**src/rtl/mig_calib_supervisor.sv**
```systemverilog
// MIG calibration supervisor: sequences the reset timer enable, waits for
// MIG release and a stable calibration, then releases user logic. Calibration
// timeout or loss re-runs the MIG reset with bounded retries, then faults.
module mig_calib_supervisor #(
  parameter int unsigned SYNC_STAGES          = 2,
  parameter int unsigned CALIB_TIMEOUT_CYCLES = 10000000,
  parameter int unsigned TIMEOUT_WIDTH        = 24,
  parameter int unsigned SETTLE_CYCLES        = 256,
  parameter int unsigned BACKOFF_CYCLES       = 16,
  parameter int unsigned MAX_RETRIES          = 3,
  parameter int unsigned RETRY_WIDTH          = 2
) (
  input  logic                   i_Clock,
  input  logic                   i_Reset,
  input  logic                   i_Mig_Reset_Released,
  input  logic                   i_Calib_Complete,
  output logic                   o_Timer_Enable,
  output logic                   o_User_Reset,
  output logic                   o_Ready,
  output logic                   o_Fault,
  output logic [RETRY_WIDTH-1:0] o_Retry_Count
);

  localparam int unsigned SETTLE_W  = (SETTLE_CYCLES > 1) ? $clog2(SETTLE_CYCLES) : 1;
  localparam int unsigned BACKOFF_W = (BACKOFF_CYCLES > 1) ? $clog2(BACKOFF_CYCLES) : 1;

  localparam logic [TIMEOUT_WIDTH-1:0] TMO_LAST     = TIMEOUT_WIDTH'(CALIB_TIMEOUT_CYCLES - 1);
  localparam logic [SETTLE_W-1:0]      SETTLE_LAST  = SETTLE_W'(SETTLE_CYCLES - 1);
  localparam logic [BACKOFF_W-1:0]     BACKOFF_LAST = BACKOFF_W'(BACKOFF_CYCLES - 1);
  localparam logic [RETRY_WIDTH-1:0]   RETRY_MAX    = RETRY_WIDTH'(MAX_RETRIES);

  typedef enum logic [2:0] {
    S_IDLE,
    S_WAIT_RELEASE,
    S_WAIT_CALIB,
    S_SETTLE,
    S_READY,
    S_BACKOFF,
    S_FAULT
  } state_t;

  state_t                   state;
  state_t                   state_next;
  logic [SYNC_STAGES-1:0]   cal_sync;
  logic                     cal_s;
  logic [TIMEOUT_WIDTH-1:0] tmo_cnt;
  logic [SETTLE_W-1:0]      settle_cnt;
  logic [BACKOFF_W-1:0]     backoff_cnt;
  logic                     timed_out;
  logic                     retry_path;
  logic                     retry_inc;
  logic                     timer_enable_d;
  logic                     ready_d;
  logic                     fault_d;

  assign cal_s     = cal_sync[SYNC_STAGES-1];
  assign timed_out = (tmo_cnt >= TMO_LAST);

  // Synchronize the asynchronous calibration-complete status
  always_ff @(posedge i_Clock) begin
    if (i_Reset) begin
      cal_sync <= '0;
    end else begin
      cal_sync <= {cal_sync[SYNC_STAGES-2:0], i_Calib_Complete};
    end
  end

  // State register
  always_ff @(posedge i_Clock) begin
    if (i_Reset) begin
      state <= S_IDLE;
    end else begin
      state <= state_next;
    end
  end

  // Next-state logic, retry decision and output decode of the current state
  always_comb begin
    state_next     = state;
    retry_path     = 1'b0;
    retry_inc      = 1'b0;
    timer_enable_d = 1'b0;
    ready_d        = 1'b0;
    fault_d        = 1'b0;
    case (state)
      S_IDLE: state_next = S_WAIT_RELEASE;
      S_WAIT_RELEASE: begin
        timer_enable_d = 1'b1;
        if (i_Mig_Reset_Released) state_next = S_WAIT_CALIB;
        else if (timed_out)       retry_path = 1'b1;
      end
      S_WAIT_CALIB: begin
        timer_enable_d = 1'b1;
        if (cal_s)          state_next = S_SETTLE;
        else if (timed_out) retry_path = 1'b1;
      end
      S_SETTLE: begin
        timer_enable_d = 1'b1;
        if (!cal_s)                         state_next = S_WAIT_CALIB;
        else if (settle_cnt == SETTLE_LAST) state_next = S_READY;
      end
      S_READY: begin
        timer_enable_d = 1'b1;
        ready_d        = 1'b1;
        if (!cal_s) retry_path = 1'b1;
      end
      S_BACKOFF: begin
        if (backoff_cnt == BACKOFF_LAST) state_next = S_WAIT_RELEASE;
      end
      S_FAULT: fault_d = 1'b1;
      default: state_next = S_IDLE;
    endcase
    if (retry_path) begin
      if (o_Retry_Count < RETRY_MAX) begin
        retry_inc  = 1'b1;
        state_next = S_BACKOFF;
      end else begin
        state_next = S_FAULT;
      end
    end
  end

  // Timeout counter: runs from WAIT_RELEASE entry through WAIT_CALIB and
  // SETTLE without clearing, saturating instead of wrapping
  always_ff @(posedge i_Clock) begin
    if (i_Reset) begin
      tmo_cnt <= '0;
    end else if (state == S_WAIT_RELEASE || state == S_WAIT_CALIB || state == S_SETTLE) begin
      if (tmo_cnt != '1) tmo_cnt <= tmo_cnt + TIMEOUT_WIDTH'(1);
    end else begin
      tmo_cnt <= '0;
    end
  end

  // Settle and backoff counters: zero outside their state, so zero on entry
  always_ff @(posedge i_Clock) begin
    if (i_Reset) begin
      settle_cnt  <= '0;
      backoff_cnt <= '0;
    end else begin
      settle_cnt  <= (state == S_SETTLE)  ? settle_cnt + SETTLE_W'(1)   : '0;
      backoff_cnt <= (state == S_BACKOFF) ? backoff_cnt + BACKOFF_W'(1) : '0;
    end
  end

  // Retry count: bumped on each transition into BACKOFF, bounded by RETRY_MAX
  always_ff @(posedge i_Clock) begin
    if (i_Reset) begin
      o_Retry_Count <= '0;
    end else if (retry_inc) begin
      o_Retry_Count <= o_Retry_Count + RETRY_WIDTH'(1);
    end
  end

  // Registered outputs; ready and user reset come from one decode so they
  // always move on the same edge
  always_ff @(posedge i_Clock) begin
    if (i_Reset) begin
      o_Timer_Enable <= 1'b0;
      o_User_Reset   <= 1'b1;
      o_Ready        <= 1'b0;
      o_Fault        <= 1'b0;
    end else begin
      o_Timer_Enable <= timer_enable_d;
      o_User_Reset   <= ~ready_d;
      o_Ready        <= ready_d;
      o_Fault        <= fault_d;
    end
  end

endmodule

```
**config.mk**
```make
export PLATFORM = sky130hd
export DESIGN_NAME = mig_calib_supervisor
export DESIGN_NICKNAME = d
export VERILOG_FILES = /design/src/rtl/mig_calib_supervisor.sv
export SDC_FILE = /design/constraint.sdc
export NUM_CORES = 1
export LEC_CHECK = 0
export CAP_MARGIN = 10
export CORE_MARGIN = 2
export CORE_UTILIZATION = 59
export DETAILED_ROUTE_END_ITERATION = 8
export PLACE_DENSITY = 0.78
export RECOVER_POWER = 50
export SYNTH_ARGS = -nofsm -noshare
export SYNTH_HDL_FRONTEND = slang
export SYNTH_SLANG_ARGS = --single-unit
export TNS_END_PERCENT = 20
```
**constraint.sdc**
```tcl
create_clock -name i_Clock -period 2.28 [get_ports i_Clock]
set_input_delay 0.342 -clock i_Clock [delete_from_list [all_inputs] [get_ports i_Clock]]
set_output_delay 0.342 -clock i_Clock [all_outputs]
set_load 0.01 [all_outputs]
```
* Word-level counts from Yosys, hierarchy flattened
Cells that the tools add are included. Widths: inputs -> output; s select.
Storage, ports and cells: bits in registers 47, latch bits 0, bits in writable memories 0, ROM bits 0, input bits 4, output and inout bits 6, memories 0
Operators by class: add/subtract/negate cells 4, $mul 0, divide/modulo/power cells 0, magnitude comparators 2, equality and inequality tests 14, shifts and indexed selects 0, mux-type cells 18, bitwise gates (word level) 4, reduce and logical (&&, ||, !) cells 9
Operator list (count):
- $add 24x1->24 const B | 1
- $ge 24x24->1 const B | 1
- $ne 24x24->1 const B | 1
- $mux 3 | 6
- $pmux 3 s6 | 1
- $eq 3x3->1 const B | 3
- $mux 1 | 9
- $ne 3x3->1 const B | 3
- $add 8x1->8 const B | 1
- $eq 8x8->1 const B | 1
- $reduce_or 2->1 | 4
- $eq 3x2->1 const B | 2
- $reduce_and 5->1 | 1
- $add 4x1->4 const B | 1
- $eq 4x4->1 const B | 1
- $ne 4x4->1 const B | 1
- $not 1->1 | 4
- $reduce_or 4->1 | 1
- $eq 3x1->1 const B | 1
- $logic_not 3->1 | 1
- $pmux 1 s3 | 1
- $add 2x1->2 const B | 1
- $logic_or 1x1->1 | 2
- $lt 2x2->1 const B | 1
- 2 further kinds | 2

* Longest topological paths before layout
Gate-level depths: netlist of run 1.
depth in word-level cells 6, depth in mapped cells 8, gate-level depth less buffers 6

* Least setup slack after synthesis of run 1
No wires, ideal clock.
path kind register to register, start reg state[1], end reg o_Retry_Count[0], arrival time 1908 ps, required time 2157 ps, setup slack 249 ps, cell stages (with the launch flop) 7, path through dfxtp_1 buf_6 nor4b_1 nor3_1 or4b_4 a21oi_4 mux2_1
On the way: cells in the longest elaborated chain, start to end 3, elaborated cells on any way between the ends 5
RTL lines:
- start: declaration | line 42 | state_t state;
- start signal: assignment | line 73 | state <= state_next;
- $eq 3x3->1, or another cell as far along | line 85 | case (state)
- $pmux 1 s3 * | line 85
- $mux 1 * | line 113 | if (retry_path) begin
- end signal: assignment | line 151 | o_Retry_Count <= o_Retry_Count + RETRY_WIDTH'(1);
- end: declaration | line 21 | output logic [RETRY_WIDTH-1:0] o_Retry_Count
Mark *: on every way between the ends. The rest lies on a longest branch, timed or not. A chain may end at the register's enable or synchronous reset.

* Worst setup path after layout of run 1
Same ends and word-level chain as after synthesis.

==> impl_summary.md, run 1 <==
Status
The flow ran to the end, and the final reports show no timing, DRC or antenna violations.

Layout
The finished layout holds 331 standard cells, fillers aside. The antenna cell count is 0. The combined area of the multi-input logic cells is 0.00130 mm2. Registers take 942 um2.

The most common library cell in the layout ignoring fill and taps is dfxtp_1. The ratio of cells with drive above 1 in the final layout is 10.2%. The count of fill cells added during filler insertion is 304. Cells fill 70.6% of the core in the end. The area growth from synthesis to layout is 13.0%. In the layout the commonest cells are dfxtp_1 (46), nor2_1 (35), nand2_1 (19).

The final-stage net count is 290.

Floorplanning
In this run the core area contains 22 standard-cell rows. The full die area is 0.00445 mm2. The die extent in y is 66.7 um.

Once the floorplan was initialized, standard cells occupied 62.5% of the core. The core region is 0.00372 mm2. For this design the top-level I/O count stands at 10. The die is 66.7 um wide.

Clock tree
The total clock buffers created by CTS is 5. TritonCTS built the clock tree. The clock drives 47 sinks. The count of hold-fix buffers inserted at cts is 0. Clock latency on the worst-skew pair, taken at its later pin, is 300 ps. In this run the number of H-tree levels came out at 2.

Clock tree synthesis selected as its root buffer the cell clkbuf_8. The register clock-pin slew on the reported worst setup and hold paths is 90 ps. The clock passes through at most 2 buffers.

Synthesis
After technology mapping, the gate count stands at 268. The share of the yosys chip area belonging to registers is 40.5%. By area the synthesized netlist is led by dfxtp_1 (41%), nor2_1 (5.7%), xnor2_1 (5.7%). During synthesis, Yosys emitted a total of 0 warnings. The number of nets in the synthesized netlist is 276. After synthesis the cells add up to 0.00232 mm2. The most used flip-flop cell after synthesis is dfxtp_1. The count of flip-flops with a built-in enable after synthesis is 0. The flip-flop and latch count after synthesis is 47.

The average instance in the mapped netlist occupies 8.66 um2. The distinct cell type count after synthesis is 49. The top cell type by area accounts for 40.5% of the synthesized area. The fraction of registers with async set or reset after synthesis is 0%. Summed over all instances, the cell type with the most area after synthesis is dfxtp_1.

Place
The total instance count after detailed placement is 323. The total of buffers placed on input and output ports is 9. The weighted congestion at the end of routability-driven global placement is 0.820. The detailed placement HPWL is 3180 um.

Critical path
The setup slack of the worst register-to-register path is 140 ps. The arrival time at the worst endpoint is 2340 ps. The required time of the critical path is 2480 ps.

The worst register-to-register path has a depth of 5. The setup path with the least slack is of type flop to flop. The worst flop-to-flop path startpoint is state[1]$_SDFFE_PP0P_. The endpoint type of the worst setup path is a flop. The reg-to-reg endpoint is o_Retry_Count[0]$_SDFFE_PP0P_. The critical path launch point type is a flop. In this run the worst path has a maximum fanout of 11.

Detailed routing
The count of nets left with antenna violations once routing finished came out at 0. The first detailed-routing pass ran for 4 iterations. The DRC violation total after the first TritonRoute iteration is 188. The final layout contains routed wiring with a total length of 4750 um. The total vias in the final route is 1972. The per-cell via count in the routed design is 5.96.

The average detailed-routed wire length per instance is 14.3 um. The remaining design rule violation count is 0.

Worst hold path
For hold timing, the worst endpoint is cal_sync[1]$_SDFF_PP0_. In this run the worst hold path is classified as flop to flop. The number of cells on the worst hold path is 1. In this run the most critical hold path is launched from cal_sync[0]$_SDFF_PP0_.

STA
The setup TNS is 0 ps. For the pin with the worst max-slew slack, the measured transition is 549 ps. The tightest hold path in the finished design has a slack of 446 ps. For the final database, setup skew stands at 8.27 ps. Setup violations remaining at the end of the flow were counted as 0. After layout, the worst path uses 93.8% of the clock period. The count of pins over their slew limit is 0.

The final count of hold timing violations is 0. Subtracting the final worst setup slack from the clock period gives 2140 ps. For this run, the top clock speed supported by timing is 468 MHz.

Setup repair after global routing left no endpoint under its margin. The worst slew slack as a fraction of its limit is 63.4%.

Global route
The initial antenna violation count is 0. The total global-route track usage is 23.1%. The number of global-route vias before repair is 1768.

The overflow left after global routing is 0. The maximum number of pins on one net before global-route repair is 27. The wire length of the first global-routing pass is 7890 um.

Power and ir drop
The leakage component of the power is 0.000915 uW. Overall power consumption after layout is estimated at 1640 uW. The total power density per cell area is 624 mW/mm2. Net switching is 23.2% of the power.

The worst ir drop on vdd is 0.000465 V. The analysis attributes to net switching a power of 380 uW. Cell internal power was estimated by the tool at 1260 uW. The combinational share of power is 7.8%. Sequential cells burn 52.4% of the power.

The clock network burns 39.7% of the power.

Job
The tool flagged a number of max-cap violations equal to 0.
sequential cells by signal, summed over array words and instances, names as in the netlist:
name,cells
o_User_Reset,1
o_Timer_Enable,1
o_Fault,1
cal_sync,2
settle_cnt,8
tmo_cnt,24
state,3
o_Ready,1
backoff_cnt,4
o_Retry_Count,2
worst max-delay path by stage:
stage | start | endpoint | slack (ps) | depth (start not counted)
finish | state[1]$_SDFFE_PP0P_ | o_Retry_Count[0]$_SDFFE_PP0P_ | 140 | 5
global route | state[1]$_SDFFE_PP0P_ | o_Retry_Count[0]$_SDFFE_PP0P_ | 30 | 5
CTS | state[2]$_SDFFE_PP0P_ | o_Retry_Count[0]$_SDFFE_PP0P_ | 30 | 5
detailed placement | i_Mig_Reset_Released | o_Retry_Count[0]$_SDFFE_PP0P_ | -120 | 6
global placement | i_Mig_Reset_Released | o_Retry_Count[0]$_SDFFE_PP0P_ | -90 | 6
floorplan | state[1]$_SDFFE_PP0P_ | o_Retry_Count[0]$_SDFFE_PP0P_ | 250 | 6
worst max-delay path, stage by stage (launching register included):
cell     delay, ps
dfxtp_1        550
nor4b_2        320
nor3_1         110
or4b_4         570
a21oi_4        150
mux2_1         330
per-stage QoR:
stage	setup slack (ps)	area, um2
detailed placement	-117	2490
global placement	-86.9	2490
finish	141	2620
global route	27.0	2620
floorplan	249	2320
CTS	28.1	2610
logic make-up after synthesis:
logic type      count (synthesis)  share of synthesized area [%]
compound gates                 41                           13.0
xor+xnor                       24                           9.06
fa+ha+maj                       4                           2.16
buf+inv                        21                           4.15
flops                          47                           40.5
mux                             2                          0.916
simple gates                  129                           30.2
power by group through the flow:
stage / registers [uW] / logic (uW) / clock network, uW
floorplan: 867 / 93.1 / 0
global placement: 873 / 128 / 0
detailed placement: 874 / 128 / 0
CTS: 855 / 130 / 661
global route: 862 / 145 / 690
finish: 858 / 128 / 650
final cells by class:
cell class              instances  share of cell area (%)
multi-input cells             200                    49.7
flip-flops and latches         47                    35.9
repair buffers                 21                    6.49
clock buffers                   6                    3.15
well taps                      48                    2.29
clock inverters                 2                    1.48
inverters                       7                    1.00
per-layer routing:
layer  track usage [%]  vias to the layer above  part of all wire, %
met5                 0                        -                    0
met4              7.40                        0                  1.1
met3              5.57                        5                  4.7
met2              35.6                       50                   44
met1              31.8                      921                   50
li1                  -                      996                    -
timing repair:
item	in CTS	in global routing
endpoints found under the setup margin	0	2
gates resized for setup	0	4
buffers inserted	0	0
synth_stat cells, types with 6 or more instances:
cell type and count:
xnor2_1 15, xor2_1 9, a21oi_1 10, a31oi_1 7
dfxtp_1 47, inv_1 7, nor3_1 6, nand2_1 19
and3_1 10, nor2_1 35, nand3_1 15, nand4_1 11
clkbuf_1 9
No activity file was read; power rests on OpenSTA's default activity.
==> inputs of run 2 (changes only) <==
--- a/config.mk
+++ b/config.mk
@@ -9,7 +9,7 @@
 export CORE_MARGIN = 2
 export CORE_UTILIZATION = 59
 export DETAILED_ROUTE_END_ITERATION = 8
-export PLACE_DENSITY = 0.78
+export PLACE_DENSITY = 0.88
 export RECOVER_POWER = 50
 export SYNTH_ARGS = -nofsm -noshare
 export SYNTH_HDL_FRONTEND = slang
==> run 2 against run 1 <==
Net effect:
- setup slack better by 14 ps
- power down 9.0%
- via count up 1.1%
- sequential share of layout area up 0.66 points
- fmax up 0.64%
- clock skew up 3.9 ps
- worst hold slack better by 2.3 ps
- first-iteration DRC count down 18%
- global-route usage up 0.39 points
- wire length down 1.1%
- die area unchanged
- non-clock buffer count unchanged
- largest cell class unchanged
==> impl_summary.md, run 2 (same netlist as run 1, synthesis figures left out) <==
Floorplanning
The die extent in y is 66.7 um. During I/O placement, the number of pins put on the boundary was 10. The die covers 0.00445 mm2.

The region available for standard cell placement spans 0.00372 mm2. Measured along the x axis, the die boundary spans 66.7 um. The count of standard-cell rows is 22. The initial standard-cell utilization of the core is 62.5%.

STA
Static timing analysis puts the maximum clock frequency at 471 MHz. The final count of hold timing violations came to 0. Setup repair after global routing left no endpoint under its margin. The shortest period the worst path allows is 2130 ps. The count of pins over their slew limit is 0. On the final layout, the worst clock skew is 12.2 ps. At the pin with the least slew margin, the transition time is 457 ps. The final number of setup-violating endpoints is 0. The worst slew slack as a fraction of its limit is 69.5%. The worst hold slack across all endpoints is 448 ps.

The post-route clock period utilization is 93.2%.

Layout
The area used by sequential logic in the layout is 943 um2. The flip-flop count of the largest register, all copies and words added is 24. In the final design database the tool counted 290 nets. The most common library cell in the layout ignoring fill and taps is dfxtp_1. The number of antenna diodes in the final layout is 0.

The library cells used most frequently in the layout, excluding fill and tap cells, are dfxtp_1 (45), nor2_1 (35), nand2_1 (19). The number of standard cells in the final layout excluding fillers is 330. In the final layout, the registers with the most flip-flops are tmo_cnt (24), settle_cnt (8), backoff_cnt (4). The count of fill cells added during filler insertion is 304.

The combined area of the multi-input logic cells is 0.00130 mm2. From synthesis to final layout, the design area changed by 11.1%. The largest register by flop count is tmo_cnt.

In the final layout, the share of cells above drive strength 1 is 9.22%.

Critical path
In this run the critical register-to-register path is launched from state[2]$_SDFFE_PP0P_. The worst setup path is of the flop to flop kind. The worst setup path is launched from a flop. The worst-path cell with the longest stage delay is or4b_4.

In this run the worst setup path begins at state[2]$_SDFFE_PP0P_. The arrival time at the worst endpoint is 2310 ps. The endpoint type of the worst setup path is a flop.

Data on the critical path is required at its endpoint by 2460 ps. The maximum net fanout on the critical path is 11. The critical path goes through nor4b_1, nor3_1, or4b_4, a21oi_4, mux2_1. The delay of the slowest critical-path stage is 570 ps.

Clock tree
The register clock-pin slew on the reported worst setup and hold paths is 80 ps. Counting the buffers created by CTS gives 5. The library cell used as clock root buffer is clkbuf_8. The clock sink count is 47.

The clock reaches the later pin of the worst-skew pair after 310 ps. TritonCTS built the clock tree. The H-tree was split into 2 levels. The buffer levels on the longest clock path is 2.

The count of hold-fix buffers inserted at cts is 0.

Detailed routing
The DRC violation total after the first TritonRoute iteration is 155. Using the TritonRoute via totals, the vias-per-cell ratio works out to 6.04. The count of TritonRoute iterations in the first routing pass is 4. The final layout contains routed wiring with a total length of 4700 um.

Once detail routing completed, the nets flagged for antenna violations numbered 0. The total vias in the final route is 1993. The remaining design rule violation count is 0.

Dividing the detail-routed wire length by the instance count gives 14.2 um.

Global route
Global routing finished with a remaining overflow of 0. For this run, the total global-route usage over all layers was measured as 23.5%. The wire length of the first global-routing pass is 7870 um. Entering global routing, the biggest net connects 27 pins.

The number of global-route vias before repair came to 1764. The initial antenna violation count is 0.

Worst hold path
The startpoint of the worst hold path is backoff_cnt[0]$_SDFF_PP0_. The kind of path behind the tightest hold check is flop to flop.

Job
The tool flagged a number of max-cap violations equal to 0.

Power and ir drop
The total power density per cell area is 577 mW/mm2. The leakage component of the power is 0.000892 uW. The worst ir drop on vdd is 0.000497 V.

Place
The weighted congestion at the end of routability-driven global placement is 0.834. Port buffering added 9 buffers. The total instance count after detailed placement is 323.

The HPWL after detailed placement is 3320 um.

Status
The flow ran to the end, and the final reports show no timing, DRC or antenna violations.
## run 2: worst paths after layout
| path | endpoint | slack [ps] | depth (start not counted) |
|---|---|---|---|
| hold / removal | backoff_cnt[0]$_SDFF_PP0_ | 450 | 1 |
| setup reg to reg | o_Retry_Count[0]$_SDFFE_PP0P_ | 160 | 5 |
| hold reg to reg | backoff_cnt[0]$_SDFF_PP0_ | 450 | 1 |
| setup / recovery | o_Retry_Count[0]$_SDFFE_PP0P_ | 160 | 5 |
## run 2: where the power goes
group          switching, uW  internal (uW)
clock                    274            238
combinational           63.4           54.2
sequential              21.5            837
## run 2: worst max-delay path, delay by kind of cell, from the launching register on
kind            cells  cell delay [ps]
flops               1              450
simple gates        3             1050
compound gates      1              150
mux                 1              350
## run 2: repair_timing
action	in CTS	in global routing
endpoints found under the setup margin	1	2
resized for setup	1	3
pin swaps	0	0
setup buffers	0	0
## run 2: layer usage
metal | up-vias | track usage (%) | routed length, um
li1 | 990 | - | -
met1 | 933 | 30.2 | 2090
met2 | 65 | 37.4 | 2280
met3 | 5 | 6.76 | 258
met4 | 0 | 8.67 | 61
met5 | - | 0 | 0
## run 2: layout make-up
class,instances,share of cell area [%]
Multi-Input combinational cell,200,50.3
Tap cell,48,2.33
Clock inverter,1,0.194
Sequential cell,47,36.6
Inverter,7,1.02
Timing Repair Buffer,21,6.40
Clock buffer,6,3.20
## run 2: stage by stage
stage | setup WS [ps] | TNS [ps] | area (um2) | util [%] | power [uW]
floorplan | 249 | 0 | 2320 | - | 960
global placement | -69.0 | -69.0 | 2490 | 67.0 | 994
detailed placement | -148 | -183 | 2490 | 67.0 | 996
CTS | 44.2 | 0 | 2580 | 69.6 | 1500
global route | 46.8 | 0 | 2580 | 69.4 | 1550
finish | 155 | 0 | 2580 | 69.4 | 1490
==> inputs of run 3 (changes only) <==
--- a/config.mk
+++ b/config.mk
@@ -7,10 +7,12 @@
 export LEC_CHECK = 0
 export CAP_MARGIN = 10
 export CORE_MARGIN = 2
-export CORE_UTILIZATION = 59
+export CORE_UTILIZATION = 55
 export DETAILED_ROUTE_END_ITERATION = 8
-export PLACE_DENSITY = 0.88
+export GPL_ROUTABILITY_DRIVEN = 0
+export PLACE_DENSITY = 0.83
 export RECOVER_POWER = 50
+export SETUP_SLACK_MARGIN = 0.5
 export SYNTH_ARGS = -nofsm -noshare
 export SYNTH_HDL_FRONTEND = slang
 export SYNTH_SLANG_ARGS = --single-unit
==> run 3 against run 2 <==
Net effect:
- sequential power increased by 0.5%
- clock skew fell by 2.3 ps
- core utilization down 0.79 points
- design area is 7.2% higher
- largest cell class unchanged
- setup slack improved by 240 ps
- clock-buffer cell count did not move
- global-route usage decreased by 1.3 points
- highest routed layer unchanged
- power rose by 4.6%
- non-clock buffer count is 4 higher
- worst hold slack lost 5.6 ps
==> impl_summary.md, run 3 (same netlist as run 1, synthesis figures left out) <==
Clock tree
The library cell used as clock root buffer is clkbuf_8. The clock net in this run drives a total of 47 sinks. The count of hold-fix buffers inserted at cts is 0. The total clock buffers created by CTS is 5. TritonCTS built the clock tree.

The buffer levels on the longest clock path is 2. Clock-pin slew was measured on the worst setup and hold paths at 90 ps. The H-tree was split into 2 levels. The later pin in the worst-skew pair is clocked with a latency of 310 ps.

Layout
The final-stage net count is 294. The register with the most flip-flops in the layout has 24 of them. The area growth from synthesis to layout is 19.1%. In the final layout, the registers with the most flip-flops are tmo_cnt (24), settle_cnt (8), backoff_cnt (4). The post-route netlist has 23.0% of its cells at a drive strength greater than 1. The antenna cell count is 0.

The largest register by flop count is tmo_cnt. Leaving out fill and tap cells, the most frequent cell in the layout is nor2_1. Leaving out fill and tap cells, the most frequent cells in the layout are nor2_1 (35), dfxtp_1 (28), nand2_1 (19).

Place
Port buffering added 9 buffers. After legalization and detailed placement, the total HPWL measured 3320 um.

Detailed routing
The remaining antenna violation count after routing is 0. The total vias in the final route is 2042. The final layout contains routed wiring with a total length of 5020 um. The count of TritonRoute iterations in the first routing pass is 4. The first routing iteration left 217 violations.

In the final routed layout, each cell accounts on average for 14.9 um. The per-cell via count in the routed design is 6.06. The remaining design rule violation count is 0.

Critical path
The slowest stage of the critical path is the or4b_4 cell. The maximum net fanout on the critical path is 4. The worst setup path is captured at a flop.

STA puts the critical path data required time at 2490 ps. The delay of the slowest critical-path stage is 530 ps. The critical path goes through nor4b_4, nor3_2, or4b_4, a21oi_4, mux2_4. STA puts the critical path data arrival time at 2090 ps. The worst setup path is launched from a flop. The class of the most critical setup path is flop to flop.

Floorplanning
Pin placement for this block handled 10 I/O pins. The initial utilization of the core area, before any placement, comes to 57.6%. The die boundary width is 69.0 um. The full die area is 0.00476 mm2. The placeable core region is 0.00403 mm2. The count of standard-cell rows is 23. The die extent in y is 69.0 um.

Worst hold path
The path class of the tightest hold or removal check is flop to flop.

Global route
The overflow left after global routing is 0. The number of global-route vias before repair came to 1804. For this run, the total global-route usage over all layers was measured as 22.2%. Entering global routing, the biggest net connects 27 pins. The wire length of the first global-routing pass is 7890 um. The initial antenna violation count is 0.

Power and ir drop
In this run the power spent charging and discharging nets is 396 uW. Of the total power, registers draw 55.4%. The completed layout was analyzed and its total power is 1560 uW. The share of total power in the clock network is 34.5%. VDD sags by at most 0.000370 V. The combinational share of power is 10.1%. In this run the static leakage power is 0.000943 uW. The total power density per cell area is 563 mW/mm2. Of the total power, the share spent switching nets is 25.5%. The internal power consumption is 1160 uW.

STA
The setup TNS is 0 ps. The final clock skew is 9.88 ps. The count of pins over their slew limit came to 0.

Setup violations remaining at the end of the flow were counted as 0. The maximum clock frequency is 530 MHz. The worst path needs 1890 ps of the cycle, external delays included. The worst slew slack as a fraction of its limit is 65.4%.

Setup repair after global routing could not meet its margin everywhere. The post-route clock period utilization is 82.8%. At the pin with the least slew margin, the transition time is 519 ps. The final count of hold timing violations is 0.

Status
The run finished with clean final reports.

Job
The total of max-cap violations is 0.
## run 3: changes by cell type in the layout (fill, tap and decap cells not counted), moves of 3 or more
| cell | before | now |
|---|---|---|
| clkbuf_1 | 4 | 0 |
| dfxtp_4 | 0 | 4 |
| dfxtp_2 | 2 | 15 |
| and3_1 | 10 | 7 |
| buf_4 | 8 | 15 |
| nor4b_4 | 0 | 3 |
| dfxtp_1 | 45 | 28 |
## run 3: cell type report
| class | count | area, um2 |
|---|---|---|
| Clock inverter | 2 | 16.3 |
| Tap cell | 50 | 62.6 |
| Clock buffer | 6 | 82.6 |
| Sequential cell | 47 | 975 |
| Timing Repair Buffer | 25 | 206 |
| Multi-Input combinational cell | 200 | 1400 |
| Inverter | 7 | 26.3 |
| Fill cell | 315 | 1260 |
## run 3: worst max-delay path, delay by kind of cell, from the launching register on
family	cells	cell delay, ps
flops	1	370
compound gates	1	160
mux	1	300
simple gates	3	950
## run 3: final timing paths
path	from	end	slack, ps	depth (start not counted)
min	cal_sync[0]$_SDFF_PP0_	cal_sync[1]$_SDFF_PP0_	440	1
min reg2reg	cal_sync[0]$_SDFF_PP0_	cal_sync[1]$_SDFF_PP0_	440	1
max	cal_sync[1]$_SDFF_PP0_	o_Retry_Count[0]$_SDFFE_PP0P_	390	5
max reg2reg	cal_sync[1]$_SDFF_PP0_	o_Retry_Count[0]$_SDFFE_PP0P_	390	5
## run 3: stage by stage
step	instances	hold slack, ps	setup slack (ps)	util [%]	area [um2]
finish	337	442	393	68.6	2760
floorplan	268	414	389	-	2400
global placement	321	417	-31.3	63.0	2540
CTS	335	444	403	67.1	2700
global route	337	449	336	68.6	2760
detailed placement	321	426	-104	63.0	2540
## run 3: power groups by stage
| stage | registers (uW) | clock network, uW | logic, uW |
|---|---|---|---|
| floorplan | 873 | 0 | 106 |
| global placement | 885 | 0 | 123 |
| detailed placement | 886 | 0 | 127 |
| CTS | 862 | 544 | 151 |
| global route | 866 | 579 | 172 |
| finish | 863 | 537 | 157 |
## run 3: timing repair
item	in CTS	in global routing
resized for setup	10	21
pin swaps	3	3
endpoints found under the setup margin	18	26
buffers inserted	6	2
## run 3: routing by layer
metal | vias to the layer above | wire length [um] | global-route usage (%)
li1 | 1003 | - | -
met1 | 959 | 2320 | 28.9
met2 | 68 | 2340 | 36.2
met3 | 12 | 259 | 4.55
met4 | 0 | 102 | 8.33
met5 | - | 0 | 0
